===== config.mk =====
export PLATFORM = sky130hd
export DESIGN_NAME = fifo_stream_reader
export DESIGN_NICKNAME = d
export VERILOG_FILES = /design/src/rtl/fifo_stream_reader.sv
export SDC_FILE = /design/constraint.sdc
export NUM_CORES = 1
export LEC_CHECK = 0
export ABC_CLOCK_PERIOD_IN_PS = 2700
export BUFFER_PORTS_ARGS = -buffer_cell sky130_fd_sc_hd__buf_2
export CAP_MARGIN = 5
export CORE_MARGIN = 4
export CORE_UTILIZATION = 51
export CTS_CLUSTER_DIAMETER = 40
export DETAILED_ROUTE_END_ITERATION = 10
export GPL_TIMING_DRIVEN = 0
export MAX_ROUTING_LAYER = met4
export PLACE_DENSITY = 0.75
export SYNTH_ARGS = -nofsm -noshare
export SYNTH_HDL_FRONTEND = slang
export SYNTH_SLANG_ARGS = --single-unit
export TNS_END_PERCENT = 30

===== constraint.sdc =====
create_clock -name clk -period 2.7 [get_ports clk]
set_input_delay 0.675 -clock clk [delete_from_list [all_inputs] [get_ports clk]]
set_output_delay 0.675 -clock clk [all_outputs]
set_load 0.1 [all_outputs]

===== src/rtl/fifo_stream_reader.sv =====
// fifo_stream_reader
//   Reads words from a FIFO that has a fixed read latency and presents them
//   as a valid/ready stream. A small circular skid buffer absorbs the words
//   that are still in the FIFO read pipeline, so a sink that is always ready
//   receives one word per cycle.
//
// Ports
//   clk             clock, rising edge
//   reset           synchronous, active-high
//   fifo_empty      FIFO empty flag
//   fifo_read       FIFO read strobe, one word per cycle while high
//   fifo_read_data  FIFO read data, valid LATENCY cycles after fifo_read
//   out_valid       stream word available
//   out_ready       sink accepts the word when out_valid & out_ready
//   out_data        stream data (head of the skid buffer)
//   busy            a read is in flight or a word is buffered

module fifo_stream_reader #(
    parameter int DATA_WIDTH = 8,
    parameter int LATENCY    = 1
) (
    input  logic                  clk,
    input  logic                  reset,
    input  logic                  fifo_empty,
    output logic                  fifo_read,
    input  logic [DATA_WIDTH-1:0] fifo_read_data,
    output logic                  out_valid,
    input  logic                  out_ready,
    output logic [DATA_WIDTH-1:0] out_data,
    output logic                  busy
);

    localparam int BUF_DEPTH = LATENCY + 1;
    localparam int PTR_W     = (BUF_DEPTH > 1) ? $clog2(BUF_DEPTH) : 1;
    localparam int TRK_W     = (LATENCY > 0) ? LATENCY : 1;

    localparam logic [3:0]       DEPTH_C  = 4'(BUF_DEPTH);
    localparam logic [PTR_W-1:0] LAST_PTR = PTR_W'(BUF_DEPTH - 1);

    generate
        if (LATENCY < 0 || LATENCY > 4) begin : g_bad_latency
            $error("fifo_stream_reader: LATENCY must be in 0..4");
        end
    endgenerate

    logic [DATA_WIDTH-1:0] mem [2**PTR_W];
    logic [PTR_W-1:0]      wr_ptr;
    logic [PTR_W-1:0]      rd_ptr;
    logic [3:0]            count;
    logic [3:0]            occ;
    logic [TRK_W-1:0]      in_flight;
    logic                  push;
    logic                  pop;

    function automatic logic [3:0] ones(input logic [TRK_W-1:0] v);
        logic [3:0] n;
        n = '0;
        for (int i = 0; i < TRK_W; i++) begin
            n = n + 4'(v[i]);
        end
        return n;
    endfunction

    function automatic logic [PTR_W-1:0] next_ptr(input logic [PTR_W-1:0] p);
        return (p == LAST_PTR) ? '0 : p + PTR_W'(1);
    endfunction

    assign out_valid = (count != '0);
    assign pop       = out_valid & out_ready;
    assign out_data  = out_valid ? mem[rd_ptr] : '0;
    assign busy      = out_valid | (in_flight != '0);

    // Every issued read owns a buffer slot until it is popped, so occupancy
    // counts words in flight as well as words stored. A pop in the same cycle
    // frees a slot, which keeps full throughput with a ready sink.
    assign occ       = count + ones(in_flight);
    assign fifo_read = !reset && !fifo_empty && ((occ < DEPTH_C) || pop);

    generate
        if (LATENCY == 0) begin : g_lat0
            assign in_flight = '0;
            assign push      = fifo_read;
        end else begin : g_latn
            // Bit LATENCY-1 marks a read whose data is on fifo_read_data now.
            assign push = !reset && in_flight[LATENCY-1];

            always_ff @(posedge clk) begin
                if (reset) begin
                    in_flight <= '0;
                end else begin
                    in_flight <= TRK_W'({in_flight, fifo_read});
                end
            end
        end
    endgenerate

    always_ff @(posedge clk) begin
        if (reset) begin
            wr_ptr <= '0;
            rd_ptr <= '0;
            count  <= '0;
        end else begin
            if (push) begin
                wr_ptr <= next_ptr(wr_ptr);
            end
            if (pop) begin
                rd_ptr <= next_ptr(rd_ptr);
            end
            case ({push, pop})
                2'b10:   count <= count + 4'd1;
                2'b01:   count <= count - 4'd1;
                default: count <= count;
            endcase
        end
    end

    always_ff @(posedge clk) begin
        if (push) begin
            mem[wr_ptr] <= fifo_read_data;
        end
    end

endmodule


After elaboration in Yosys (flattened, before gate mapping)
Memory sizes are Yosys's and may differ from the RTL's. A register that Yosys moved wholly into a read port is not among the register bits.
Cells that the tools add are included.

cells by class
  muxes and demuxes = 8
  reductions and logical operators = 8
  add/subtract/negate cells = 5
  $lt $le $gt $ge = 1
  equal/unequal tests = 2
  bitwise gates (word level) = 2

operators with widths
  cell                   number
  $mux W8                1
  $pmux W4 S2            1
  $mux W1                6
  $add A4 B1 Y4          1
  $add A4 B1 Y4 const B  1
  $lt A4 B2 Y1 const B   1
  $reduce_bool A4 Y1     1
  $sub A4 B1 Y4 const B  1
  $logic_and A1 B1 Y1    3
  $add A1 B1 Y1 const B  2
  $eq A2 B1 Y1 const B   1
  $eq A2 B2 Y1 const B   1
  $logic_not A1 Y1       2
  $reduce_bool A2 Y1     1
  $and A1 B1 Y1          1
  $logic_or A1 B1 Y1     1
  $or A1 B1 Y1           1

storage, ports and cells
  word-level logic and storage cells = 31
  memories kept = 1
  output and inout bits = 11
  bits in writable memories = 16
  register bits after elaboration = 7

memories
  name  depth  bits a word  read ports  clocked after memory_dff  write ports  line  RTL
  mem   2      8            1           1                         1            46    logic [DATA_WIDTH-1:0] mem [2**PTR_W];

Depth between registers and ports, before layout
  word-level depth = 4
  gate-level depth with buffers = 12

Least setup slack after synthesis
No wires, ideal clock.

  path type = register -> output
  start = reg count[0]
  end = out fifo_read
  stages on the path, launching flop included = 6
  arrival = 3.646 ns
  data required time = 2.025 ns
  setup slack = -1.621 ns
  cell sequence = dfxtp_1 and2_1 ha_1 nor3b_1 nand3_1 a311oi_1

on the way
  longest elaborated chain between the ends = 4

RTL lines
  what                                                 line    RTL
  from (decl)                                          49      logic [3:0] count;
  from (signal assigned)                               110     2'b10: count <= count + 4'd1;
  from (signal assigned)                               111     2'b01: count <= count - 4'd1;
  from (signal assigned)                               112     default: count <= count;
  $add A4 B1 Y4 or $reduce_bool A4 Y1 (tied branches)  76, 68
  $lt A4 B2 Y1 or $and A1 B1 Y1 (tied branches)        77, 69
  $logic_or A1 B1 Y1 *                                 77      assign fifo_read = !reset && !fifo_empty && ((occ < DEPTH_C) || pop);
  $logic_and A1 B1 Y1 *                                77
  to (decl)                                            25      output logic fifo_read,

Every way passes the cells marked *; elsewhere a longest branch is shown, timed or not.

Worst setup path in the final report
  start = reg in_flight
  end = out fifo_read

on the way
  longest elaborated chain between the ends = 4

RTL lines
  what                    line  RTL
  from (decl)             51    logic [TRK_W-1:0] in_flight;
  from (signal assigned)  91    in_flight <= TRK_W'({in_flight, fifo_read});
  $add A4 B1 Y4           76    assign occ = count + ones(in_flight);
  $lt A4 B2 Y1            77
  $logic_or A1 B1 Y1      77
  $logic_and A1 B1 Y1     77

Every way passes these cells.

==> results.json <==
{
  "relSlewSlack_pct": 57.7,
  "avgSynthCellArea_um2": 11.6,
  "highest_layer": "met4",
  "synthMuxAreaShare_pct": 7.74,
  "finalSetupTns_ps": 0,
  "synth-compound-area-share_pct": 6.99,
  "syn_to_final_growth_pct": 28.3,
  "met2_length_mm": 1.20,
  "grt_usage_pct": 15.8,
  "drt-met1-wl_um": 864,
  "root_buffer": "clkbuf_4",
  "yosysWarnings": 0,
  "cts_hold_buf": 0,
  "cp.required_ps": 2030,
  "cpMaxStageDelayCell": "dfxtp_4",
  "row_count": 17,
  "wl_per_cell_um": 13.9,
  "clock_path_buffers": 2,
  "fmax_mhz": 382,
  "ys_async_sr_fraction_pct": 0,
  "synth_fa_ha_area_share_pct": 3.23,
  "critPathMaxFanout": 3,
  "cts-htree-levels": 1,
  "layout_min_cycle_time_ps": 2620,
  "path_buf_inv": 1,
  "grt_pass1_wl_mm": 3.77,
  "startpoint": "in_flight$_SDFF_PP0_",
  "vias_per_cell": 5.48,
  "clock_latency_ps": 300,
  "drt-initial-drc-count": 26,
  "core_area_mm2": 0.00219,
  "crit_family": "simple AND/OR/NAND/NOR gates",
  "crit_path_end_kind": "primary output",
  "path_clk_slew_ps": 130,
  "outcome": "finished clean",
  "place_congestion": 0.800,
  "worst_path_largest_cell_delay_ps": 360,
  "yosysSeqAreaShare_pct": 55.1,
  "nets": 149,
  "tritoncts": "built",
  "tightest_slew_ps": 633,
  "antenna_found_initial": 0,
  "worstSetupPathType": "register to primary output",
  "synth_xor_area_share_pct": 3.66,
  "synth_edf_count": 16,
  "skew_ps": 4.59,
  "crit_chain": "and2_2, ha_4, nor3b_2, nand3_2, a311oi_4, buf_12",
  "dieArea_mm2": 0.00311,
  "die_w_um": 55.8,
  "synth_cells": 100,
  "synth_seq_cells": 24,
  "hold_viol": 0,
  "numCtsBuffers": 3,
  "rsz0062_at_grt": "true",
  "io-pin-count": 23,
  "met3RoutedLength_um": 144,
  "vias": 882,
  "maxSlewViolCount": 0,
  "hpwl_mm": 1.61,
  "drive_gt1_share_pct": 38.3,
  "diodes": 0,
  "hold_start": "fifo_read_data[5]",
  "critPathLaunchType": "register",
  "synth_top_family_by_area": "simple AND/OR/NAND/NOR gates",
  "syn-num-nets": 115,
  "cts.sinks": 24,
  "ys.flop_type": "edfxtp_1",
  "initial_core_util_pct": 53.1,
  "synth_area_mm2": 0.00116,
  "fp.dieH_um": 55.8,
  "finalCritPeriodShare_pct": 97.0,
  "first_pass_iters": 4,
  "grt_max_degree": 15,
  "wl_mm": 2.23,
  "drc": 0,
  "grt_overflow": 0,
  "grt_pass1_vias": 837,
  "io_buffers": 22,
  "setup_viol": 0,
  "arrival_ps": 1940,
  "drtAntennaViolNets": 0,
  "ys_types": 37,
  "timing.rr.start": "count[1]$_SDFFE_PP0P_",
  "drv_cap": 0,
  "synth-simple-area-share_pct": 18.9,
  "holdCritPathClass": "input pin to register"
}
==> layer usage <==
metal | up-vias | track usage, %
met5 | - | -
met4 | 0 | 5.21
met3 | 8 | 2.55
met2 | 39 | 27.7
met1 | 401 | 18.5
li1 | 434 | -
==> state kept, by name, indices dropped and copies added, names as in the netlist, named ones only <==
signal	cells
mem	16
count	4
in_flight	1
rd_ptr	1
wr_ptr	1
==> cells in the final DEF, fill, tap and decap left out, types with 3 or more instances in the layout <==
master,netlist,final
edfxtp_1,16,16
nor2_1,17,16
buf_2,1,22
mux2i_1,9,9
dfxtp_1,8,6
clkbuf_4,0,3
buf_4,0,6
==> cell families (layout without fill, tap and decap cells) <==
logic type | after synthesis | after routing
multiplexers | 9 | 9
buffers and inverters | 9 | 42
AO/OA/AOI/OAI | 11 | 11
adder cells (fa/ha/maj) | 3 | 3
AND/OR/NAND/NOR | 40 | 40
XOR/XNOR | 4 | 4
flip-flops | 24 | 24
==> cell type report <==
class / instances / area (µm²)
flip-flops and latches: 24 / 648
fillers: 176 / 698
well taps: 28 / 35.0
clock inverters: 1 / 30.0
inverters: 3 / 11.3
clock buffers: 3 / 22.5
plain buffers: 6 / 40.0
repair buffers: 29 / 190
multi-input cells: 67 / 515
==> synthesized netlist by cell type, drive strengths merged, types with 2 or more instances <==
| cell type | count | area share [%] |
|---|---|---|
| and2 | 2 | 1.1 |
| ha | 3 | 3.2 |
| and3 | 2 | 1.2 |
| nand2 | 3 | 1.2 |
| inv | 3 | 0.97 |
| nor2 | 17 | 5.5 |
| nand2b | 2 | 1.1 |
| buf | 3 | 2.4 |
| a311oi | 3 | 2.3 |
| nor4 | 3 | 2.9 |
| o21ai | 3 | 1.3 |
| xor2 | 2 | 1.5 |
| clkbuf | 3 | 1.1 |
| mux2i | 9 | 7.7 |
| nand4 | 2 | 1.1 |
| edfxtp | 16 | 41 |
| nand3 | 3 | 1.3 |
| xnor2 | 2 | 2.2 |
| dfxtp | 8 | 14 |
==> final timing paths <==
| kind | to | slack (ps) | cells past startpoint |
|---|---|---|---|
| hold reg to reg | register | 570 | 2 |
| hold / removal | mem[1][5]$_DFFE_PP_ | 560 | 1 |
| setup / recovery | fifo_read | 80 | 6 |
| setup reg to reg | count[2]$_SDFFE_PP0P_ | 330 | 12 |
==> worst reg2reg max path: stages (launching register included) <==
cell and delay (ps):
dfxtp_1 370, buf_6 160, nor4_4 350, inv_2 70, nand2_2 120, inv_2 70, ha_1 170, buf_2 170
xor2_1 150, ha_1 220, and2_1 170, o211ai_1 150, nand4_1 100
==> what timing repair did <==
item / in CTS / in global routing
resized for setup: 11 / 1
pin swaps: 3 / 3
endpoints found under the setup margin: 1 / 4
setup buffers: 4 / 3
==> through the flow <==
| step | hold slack (ps) | cell area (µm²) | std cells | setup slack, ps | utilization, % |
|---|---|---|---|---|---|
| 6_report | 556 | 1490 | 161 | 80.6 | 68.1 |
| 5_1_grt | 527 | 1490 | 161 | -33.2 | 68.1 |
| 4_1_cts | 539 | 1460 | 158 | 7.15 | 66.5 |
| 3_5_place_dp | 544 | 1330 | 150 | 58.9 | 60.7 |
| 3_3_place_gp | 516 | 1330 | 150 | 147 | 60.7 |
| 2_1_floorplan | 498 | 1180 | 100 | -20.7 | - |
Power is left out: the tool's default activity adds up to more than one toggle a clock period on the data nets, which glitch-free logic cannot reach.
